### src/rtl/lfsr_ms_gen.sv
// Multi-step Fibonacci LFSR with XNOR feedback, seed load, wrap and lock-up flags.
// Optional: define LFSR_LOCKUP_RECOVER_EN to auto-recover from the all-ones state.
module lfsr_ms_gen #(
  parameter int unsigned N         = 6,
  parameter logic [N-1:0] TAPS     = 6'b110000,
  parameter int unsigned STEPS     = 3,
  parameter logic [N-1:0] RESET_VAL = '0
) (
  input  logic         clk,
  input  logic         reset_n,
  input  logic         en,
  input  logic         load,
  input  logic [N-1:0] seed,
  output logic [N-1:0] y,
  output logic         wrap,
  output logic         lockup
);

  localparam logic [N-1:0] ALL_ONES = {N{1'b1}};

  // Parameter sanity checks at elaboration
  if (N < 3 || N > 32) begin : g_bad_width
    $error("lfsr_ms_gen: N must be in 3..32");
  end
  if (STEPS < 1 || STEPS > N) begin : g_bad_steps
    $error("lfsr_ms_gen: STEPS must be in 1..N");
  end
  if (($countones(TAPS) % 2) != 0) begin : g_bad_taps
    $error("lfsr_ms_gen: TAPS popcount must be even");
  end
  if (RESET_VAL == ALL_ONES) begin : g_bad_reset
    $error("lfsr_ms_gen: RESET_VAL must not be all-ones");
  end

  // One XNOR-feedback shift: stage i takes stage i-1, stage 1 takes feedback
  function automatic logic [N-1:0] lfsr_step(input logic [N-1:0] x);
    logic fb;
    fb = ~(^(x & TAPS));
    return {x[N-2:0], fb};
  endfunction

  logic [N-1:0] ref_val;
  logic [N-1:0] next_val;
  logic         next_ones;
  logic         next_wrap;

  // STEPS single shifts unrolled into one combinational update
  always_comb begin
    next_val = y;
    for (int unsigned i = 0; i < STEPS; i++) begin
      next_val = lfsr_step(next_val);
    end
    next_ones = (next_val == ALL_ONES);
    // The all-ones fixed point never reports a wrap
    next_wrap = (next_val == ref_val) && !next_ones;
  end

  // State, reference and flag registers; load > recovery > en > hold
  always_ff @(posedge clk or negedge reset_n) begin
    if (!reset_n) begin
      y       <= RESET_VAL;
      ref_val <= RESET_VAL;
      wrap    <= 1'b0;
      lockup  <= 1'b0;
    end else if (load) begin
      y       <= seed;
      ref_val <= seed;
      wrap    <= 1'b0;
      lockup  <= (seed == ALL_ONES);
`ifdef LFSR_LOCKUP_RECOVER_EN
    end else if (lockup && en) begin
      y       <= RESET_VAL;
      ref_val <= RESET_VAL;
      wrap    <= 1'b0;
      lockup  <= 1'b0;
`endif
    end else if (en) begin
      y      <= next_val;
      wrap   <= next_wrap;
      lockup <= next_ones;
    end else begin
      wrap <= 1'b0;
    end
  end

endmodule

### config.mk
export PLATFORM = sky130hd
export DESIGN_NAME = lfsr_ms_gen
export DESIGN_NICKNAME = d
export VERILOG_FILES = /design/src/rtl/lfsr_ms_gen.sv
export SDC_FILE = /design/constraint.sdc
export NUM_CORES = 1
export LEC_CHECK = 0
export CAP_MARGIN = 15
export CELL_PAD_IN_SITES_DETAIL_PLACEMENT = 1
export CELL_PAD_IN_SITES_GLOBAL_PLACEMENT = 1
export CORE_ASPECT_RATIO = 1.4
export CORE_MARGIN = 4
export CORE_UTILIZATION = 32
export DETAILED_ROUTE_END_ITERATION = 10
export PLACE_DENSITY_LB_ADDON = 0.1
export SLEW_MARGIN = 20
export SYNTH_ARGS = -nofsm -noshare
export SYNTH_HDL_FRONTEND = slang
export SYNTH_SLANG_ARGS = --single-unit
### constraint.sdc
create_clock -name clk -period 1.7 [get_ports clk]
set_clock_uncertainty 0.15 [all_clocks]
set_input_delay 0.34 -clock clk [delete_from_list [all_inputs] [get_ports clk]]
set_output_delay 0.34 -clock clk [all_outputs]
set_load 0.01 [all_outputs]
# == Word-level counts from Yosys, hierarchy flattened ==
# Index checks and enable logic that the tools add are counted.
# classes
eq_ne,3
bitwise,3
n_mux,6
n_reduce_logical,6
# ops
operator,count
$reduce_xor A6 Y1,3
$eq A6 B6 Y1 const B,2
$mux W6,2
$eq A6 B6 Y1,1
$mux W1,4
$not A1 Y1,3
$reduce_bool A2 Y1,1
$logic_and A1 B1 Y1,1
$logic_not A1 Y1,1
# totals
reg_bits,14
inputBits,10
word_cells,22
out_inout_bits,8

# == Longest topological paths before layout ==
# Gate-level depths: netlist of run 1.
# depth
word_depth,7
mapped_depth,4

# == Worst setup path after synthesis of run 1 ==
# No wires, ideal clock.
# synth_path
path_type,reg-to-reg
startpoint,register y[2]
endpoint,register wrap
setup_time_ns,0.111
t_required_ns,1.439
setup_slack_ns,-0.015
arrival_time_ns,1.454
stages_incl_launch_ff,5
cell_sequence,dfrtp_1 buf_6 xor2_1 or4_4 a2111oi_2
# synth_between
elab_chain_cells,7
word_cells_on_any_way,8
cone_classes,eq/ne (2); mux (2); bitwise (1); reduce/logical (3)
# synth_rtl
element,line_no,source
"start, declared",14,"output logic [N-1:0] y,"
"start signal, assigned",78,y <= next_val;
$reduce_xor A6 Y1,38,fb = ~(^(x & TAPS));
$not A1 Y1,38,
$eq A6 B6 Y1,53,next_ones = (next_val == ALL_ONES);
$logic_not A1 Y1,55,next_wrap = (next_val == ref_val) && !next_ones;
$logic_and A1 B1 Y1 (*),55,
$mux W1 (*),77,end else if (en) begin
$mux W1 (*),65,end else if (load) begin
"end signal, assigned",79,wrap <= next_wrap;
"end, declared",15,"output logic wrap,"
# Every way passes the cells marked *; elsewhere a longest branch is shown, timed or not.
# A chain may end at the register's enable or synchronous reset.

# == Worst setup path after layout of run 1 ==
# Ends and elaborated chain as after synthesis.

==> results_dict.tcl, run 1 <==
set metrics [dict create \
    status "completed" \
    crit_path_max_incr_delay_ps 540 \
    r2r-start "y[2]" \
    nFillCells 249 \
    start_util_pct 33.3 \
    period_minus_slack_ps 1660 \
    area_growth_pct 45.3 \
    layout.cells.non_filler 122 \
    drt_iter0_markers 1 \
    period_share_pct 97.4 \
    powerDensity_nw_per_um2 810 \
    viasPerCell 5.08 \
    finalNetCount 112 \
    endpoint "wrap" \
    dp.cells 113 \
    slew_viol_final 0 \
    cp_top_family "simple AND/OR/NAND/NOR gates" \
    seq_area_frac_synth_pct 49.0 \
    antenna_found_initial 0 \
    grt_pass1_vias 677 \
    netlist_area_um2 716 \
    drt-pass1-iter-count 3 \
    worstPathMaxFanout 3 \
    wl_um 1870 \
    drc 0 \
    pin_count 18 \
    worst_setup_path_end_kind "register" \
    finalHoldViolations 0 \
    place_area_um2 951 \
    grt_setup_unrepaired "true" \
    grt_pass1_wl_um 3100 \
    syn_nets 82 \
    r2r_cells 4 \
    drive_gt1_share_pct 22.0 \
    grt-ovfl-total 0 \
    io_buffers 17 \
    htreeDepth 1 \
    slew_headroom_pct 69.6 \
    slowest_stage "or4_4" \
    start_kind "register" \
    tritoncts "done" \
    hold_path.class "in2async" \
    ys_ff_latch 14 \
    yosys_warnings 0 \
    routabilityCongestion 0.706 \
    syn_inst 72 \
    startpoint "y[2]" \
    fmax_mhz 604 \
    cts_buffers 3 \
    via_count 620 \
    tritoncts_num_sinks 14 \
    peakVddDrop_uv 462 \
    design_area_um2 1040 \
    core_um2 2150 \
    antenna_cells 0 \
    cts_root_buf "clkbuf_4" \
    grt_use_total_pct 15.1 \
    final_cell_mix "o21ai_0 (14), dfrtp_1 (12), buf_4 (12), clkdlybuf4s50_1 (10)" \
    fp-row-count 20 \
    cp.arrival_ps 1690 \
    dp.final_hpwl_um 1360 \
    die_area_um2 3070 \
    required_ps 1740 \
    detail-route-antenna-nets 0 \
    r2r_end "wrap" \
    tightest_slew_ps 451 \
    path_cells "buf_6 > xor2_1 > or4_4 > a2111oi_4" \
    setup_violations 0 \
    layout_commonest_cell "o21ai_0" \
    critPathKind "reg2reg" \
    path_clk_slew_ps 80 \
    avgRoutedWirePerCell_um 15.3 \
    ff2ff_setup_slack_ps 40 \
    clkLatencyLatePin_ps 290 \
    synth.distinct_cells 18 \
    whs_ps 209 \
    die_w_um 48.0 \
    cp.depth 4 \
    clk_path_buf_depth 2 \
    critPathBufInv 1 \
    p_leak_nw 0.524 \
    syn_avg_cell_area_um2 9.94 \
    maxCapViolCount 0 \
    grt_max_degree 15 \
    dieHeight_um 64.0 \
]
[worst reg2reg max path, cell delays in order, from the launching register on]
cell       delay [ps]
dfrtp_1           390
buf_6             130
xor2_1            150
or4_4             540
a2111oi_4         190
[where the power goes]
group          internal (W)  total (W)  switching [W]  leakage, nW
registers          0.000366   0.000386      0.0000203        0.170
logic              0.000142   0.000265       0.000124        0.340
clock network     0.0000824   0.000192       0.000109       0.0138
total              0.000590   0.000843       0.000253        0.524
[cell type report]
| cell class | instances | area [µm²] | share of cell area (%) |
|---|---|---|---|
| clock buffers | 3 | 22.5 | 2.17 |
| repair buffers | 30 | 282 | 27.1 |
| multi-input cells | 46 | 329 | 31.6 |
| inverters | 7 | 26.3 | 2.53 |
| flip-flops and latches | 14 | 353 | 33.9 |
| well taps | 22 | 27.5 | 2.65 |
[metrics by stage]
stage          utilization, %  total power (W)  setup TNS, ps  setup slack (ps)
4_1_cts                  47.3         0.000858              0              4.58
3_5_place_dp             44.2         0.000635          -93.1             -48.5
3_3_place_gp             44.2         0.000633          -62.3             -34.7
2_1_floorplan               -         0.000530              0              43.6
5_1_grt                  48.3         0.000900          -23.6             -23.6
6_report                 48.3         0.000843              0              44.5
[Yosys cell counts]
cell type / number / area, µm²
dfrtp_1: 14 / 350
o21ai_0: 14 / 70.1
inv_1: 7 / 26.3
nand2_1: 7 / 26.3
mux2i_1: 5 / 50.1
xnor2_1: 5 / 43.8
xor2_1: 4 / 35.0
clkbuf_1: 3 / 11.3
nand3_1: 2 / 10.0
nand4_1: 2 / 12.5
or3_1: 2 / 12.5
a2111oi_2: 1 / 15.0
buf_2: 1 / 5.00
buf_6: 1 / 11.3
mux2_2: 1 / 11.3
nor2_1: 1 / 3.75
o211a_1: 1 / 10.0
or4_4: 1 / 11.3
[sequential cells by signal (all words and copies together), names as in the netlist]
| name | cells |
|---|---|
| ref_val | 6 |
| y | 6 |
| lockup | 1 |
| wrap | 1 |
[cell families after synthesis]
logic type	count (synthesis)	share of synthesized area, %
AND/OR/NAND/NOR	15	10.7
XOR/XNOR	9	11.0
multiplexers	6	8.57
AO/OA/AOI/OAI	16	13.3
flip-flops	14	49.0
buffers and inverters	12	7.52
[routing by layer]
| layer | global-route usage, % | share of wire, % | vias up |
|---|---|---|---|
| met1 | 17.9 | 40 | 305 |
| li1 | - | - | 299 |
| met3 | 3.94 | 4.2 | 4 |
| met2 | 22.0 | 52 | 12 |
| met5 | 0 | 0 | - |
| met4 | 11.1 | 3.7 | 0 |
[timing repair]
action / CTS / global route
resized for setup: 4 / 7
pin swaps: 0 / 0
hold buffers: 0 / 0
endpoints found under the setup margin: 6 / 6
buffers inserted: 6 / 0
[worst min path at each step]
stage,start,to,slack [ps],cells after the start
after global routing,reset_n,wrap,220,2
final,reset_n,wrap,210,2
after floorplan,reset_n,lockup,-110,0
after global placement,ref_val[5],ref_val[5],380,2
after detailed placement,ref_val[5],ref_val[5],390,2
after CTS,reset_n,wrap,210,2
Note: power is estimated with default switching activity, not from simulation.
==> run 2: changes to the inputs <==
--- a/config.mk
+++ b/config.mk
@@ -12,7 +12,10 @@
 export CORE_MARGIN = 4
 export CORE_UTILIZATION = 32
 export DETAILED_ROUTE_END_ITERATION = 10
+export HOLD_SLACK_MARGIN = 0.08
 export PLACE_DENSITY_LB_ADDON = 0.1
+export SETUP_SLACK_MARGIN = 0.4
+export SKIP_CTS_REPAIR_TIMING = 1
 export SLEW_MARGIN = 20
 export SYNTH_ARGS = -nofsm -noshare
 export SYNTH_HDL_FRONTEND = slang
==> results_dict.tcl, run 2 (synthesis results as in run 1) <==
set metrics [dict create \
    detail-route-antenna-nets 0 \
    antenna_found_initial 0 \
    ff2ff_setup_slack_ps 60 \
    setup_violations 0 \
    finalHoldViolations 0 \
    powerDensity_nw_per_um2 813 \
    place_area_um2 936 \
    grt_max_degree 22 \
    path_clk_slew_ps 90 \
    cts_root_buf "clkbuf_4" \
    worstPathMaxFanout 2 \
    core_um2 2150 \
    slew_viol_final 0 \
    cp.arrival_ps 1690 \
    dp.cells 111 \
    peakVddDrop_uv 437 \
    via_count 623 \
    wl_um 2110 \
    drc 0 \
    hold_depth 3 \
    final_util_pct 52.8 \
    slew_headroom_pct 80.2 \
    period_minus_slack_ps 1640 \
    tns_ps 0 \
    routabilityCongestion 0.726 \
    nFillCells 251 \
    dieHeight_um 64.0 \
    fin_ws_ps 56.1 \
    start_kind "register" \
    fp-row-count 20 \
    hp-start "seed[2]" \
    status "completed" \
    io_buffers 17 \
    finalNetCount 116 \
    wirelength_met1_um 903 \
    fmax_mhz 608 \
    clk_path_buf_depth 2 \
    die_w_um 48.0 \
    critPathKind "reg2reg" \
    largestRegisters "ref_val: 6 flops, y: 6 flops" \
    hold_path.class "in2reg" \
    r2r_cells 4 \
    p_leak_nw 0.569 \
    layout_commonest_cell "buf_6" \
    highest_layer "met4" \
    drt-pass1-iter-count 2 \
    layout.cells.non_filler 126 \
    r2r_end "wrap" \
    required_ps 1750 \
    grt_setup_unrepaired "true" \
    antenna_cells 0 \
    grt-ovfl-total 0 \
    wl_met2_um 1060 \
    maxCapViolCount 0 \
    period_share_pct 96.7 \
    grt_use_total_pct 15.3 \
    clkLatencyLatePin_ps 290 \
    design_area_um2 1140 \
    dpl_worst_slack_ps -58.2 \
    pin_count 18 \
    area_growth_pct 58.9 \
    die_area_um2 3070 \
    drt_iter0_markers 9 \
    r2r-start "y[1]" \
    grt_pass1_wl_um 3200 \
    htreeDepth 1 \
    grt_pass1_vias 635 \
    avgRoutedWirePerCell_um 16.7 \
    tritoncts "done" \
    min_to "y[2]" \
    cts_buffers 3 \
    worst_setup_path_end_kind "register" \
    final_cell_mix "buf_6 (13), o21ai_0 (10), buf_4 (10), dfrtp_1 (8)" \
    dp.final_hpwl_um 1470 \
    tritoncts_num_sinks 14 \
    viasPerCell 4.94 \
    start_util_pct 33.3 \
    drive_gt1_share_pct 40.4 \
    tightest_slew_ps 295 \
    route.met3.wl_um 66 \
]
[run 2: cell types whose count changed in the layout (fill, tap and decap cells not counted), moves of 4 or more]
cell and change:
dfrtp_2 +4, o21ai_0 -4, clkdlybuf4s50_1 -7, dfrtp_1 -4
buf_6 +12
[run 2: area by class of cell]
class                   instances  area (µm²)  share of cell area (%)
clock buffers                   3        22.5                    1.98
inverters                       7        26.3                    2.31
multi-input cells              46         367                    32.2
flip-flops and latches         14         358                    31.5
well taps                      22        27.5                    2.42
repair buffers                 34         337                    29.6
[run 2: per-layer routing]
metal | up-vias | track usage (%)
li1 | 307 | -
met1 | 300 | 20.1
met2 | 11 | 22.4
met3 | 5 | 2.82
met4 | 0 | 9.09
met5 | - | 0
[run 2: where the power goes]
group	internal, W	switching (W)
registers	0.000368	0.0000336
clock network	0.0000826	0.000116
logic	0.000184	0.000140
total	0.000635	0.000290
[run 2: worst max-delay path by stage]
stage / start / end / slack, ps / cells past startpoint
floorplan: y[2] / wrap / 60 / 4
global placement: load / lockup / -30 / 4
detailed placement: load / lockup / -60 / 4
CTS: y[2] / y[2] / -210 / 1
global route: y[2] / wrap / -10 / 4
finish: y[1] / wrap / 60 / 4
[run 2: critical path, cell delays in order, from the launching register on]
cell	delay (ps)
dfrtp_2	420
buf_4	140
xor2_1	160
or4_4	490
a2111oi_4	180
[run 2: stage by stage]
stage | hold slack (ps) | total power [W]
2_1_floorplan | -106 | 0.000534
3_3_place_gp | 379 | 0.000631
3_5_place_dp | 389 | 0.000636
4_1_cts | 214 | 0.000834
5_1_grt | 191 | 0.000983
6_report | 193 | 0.000924
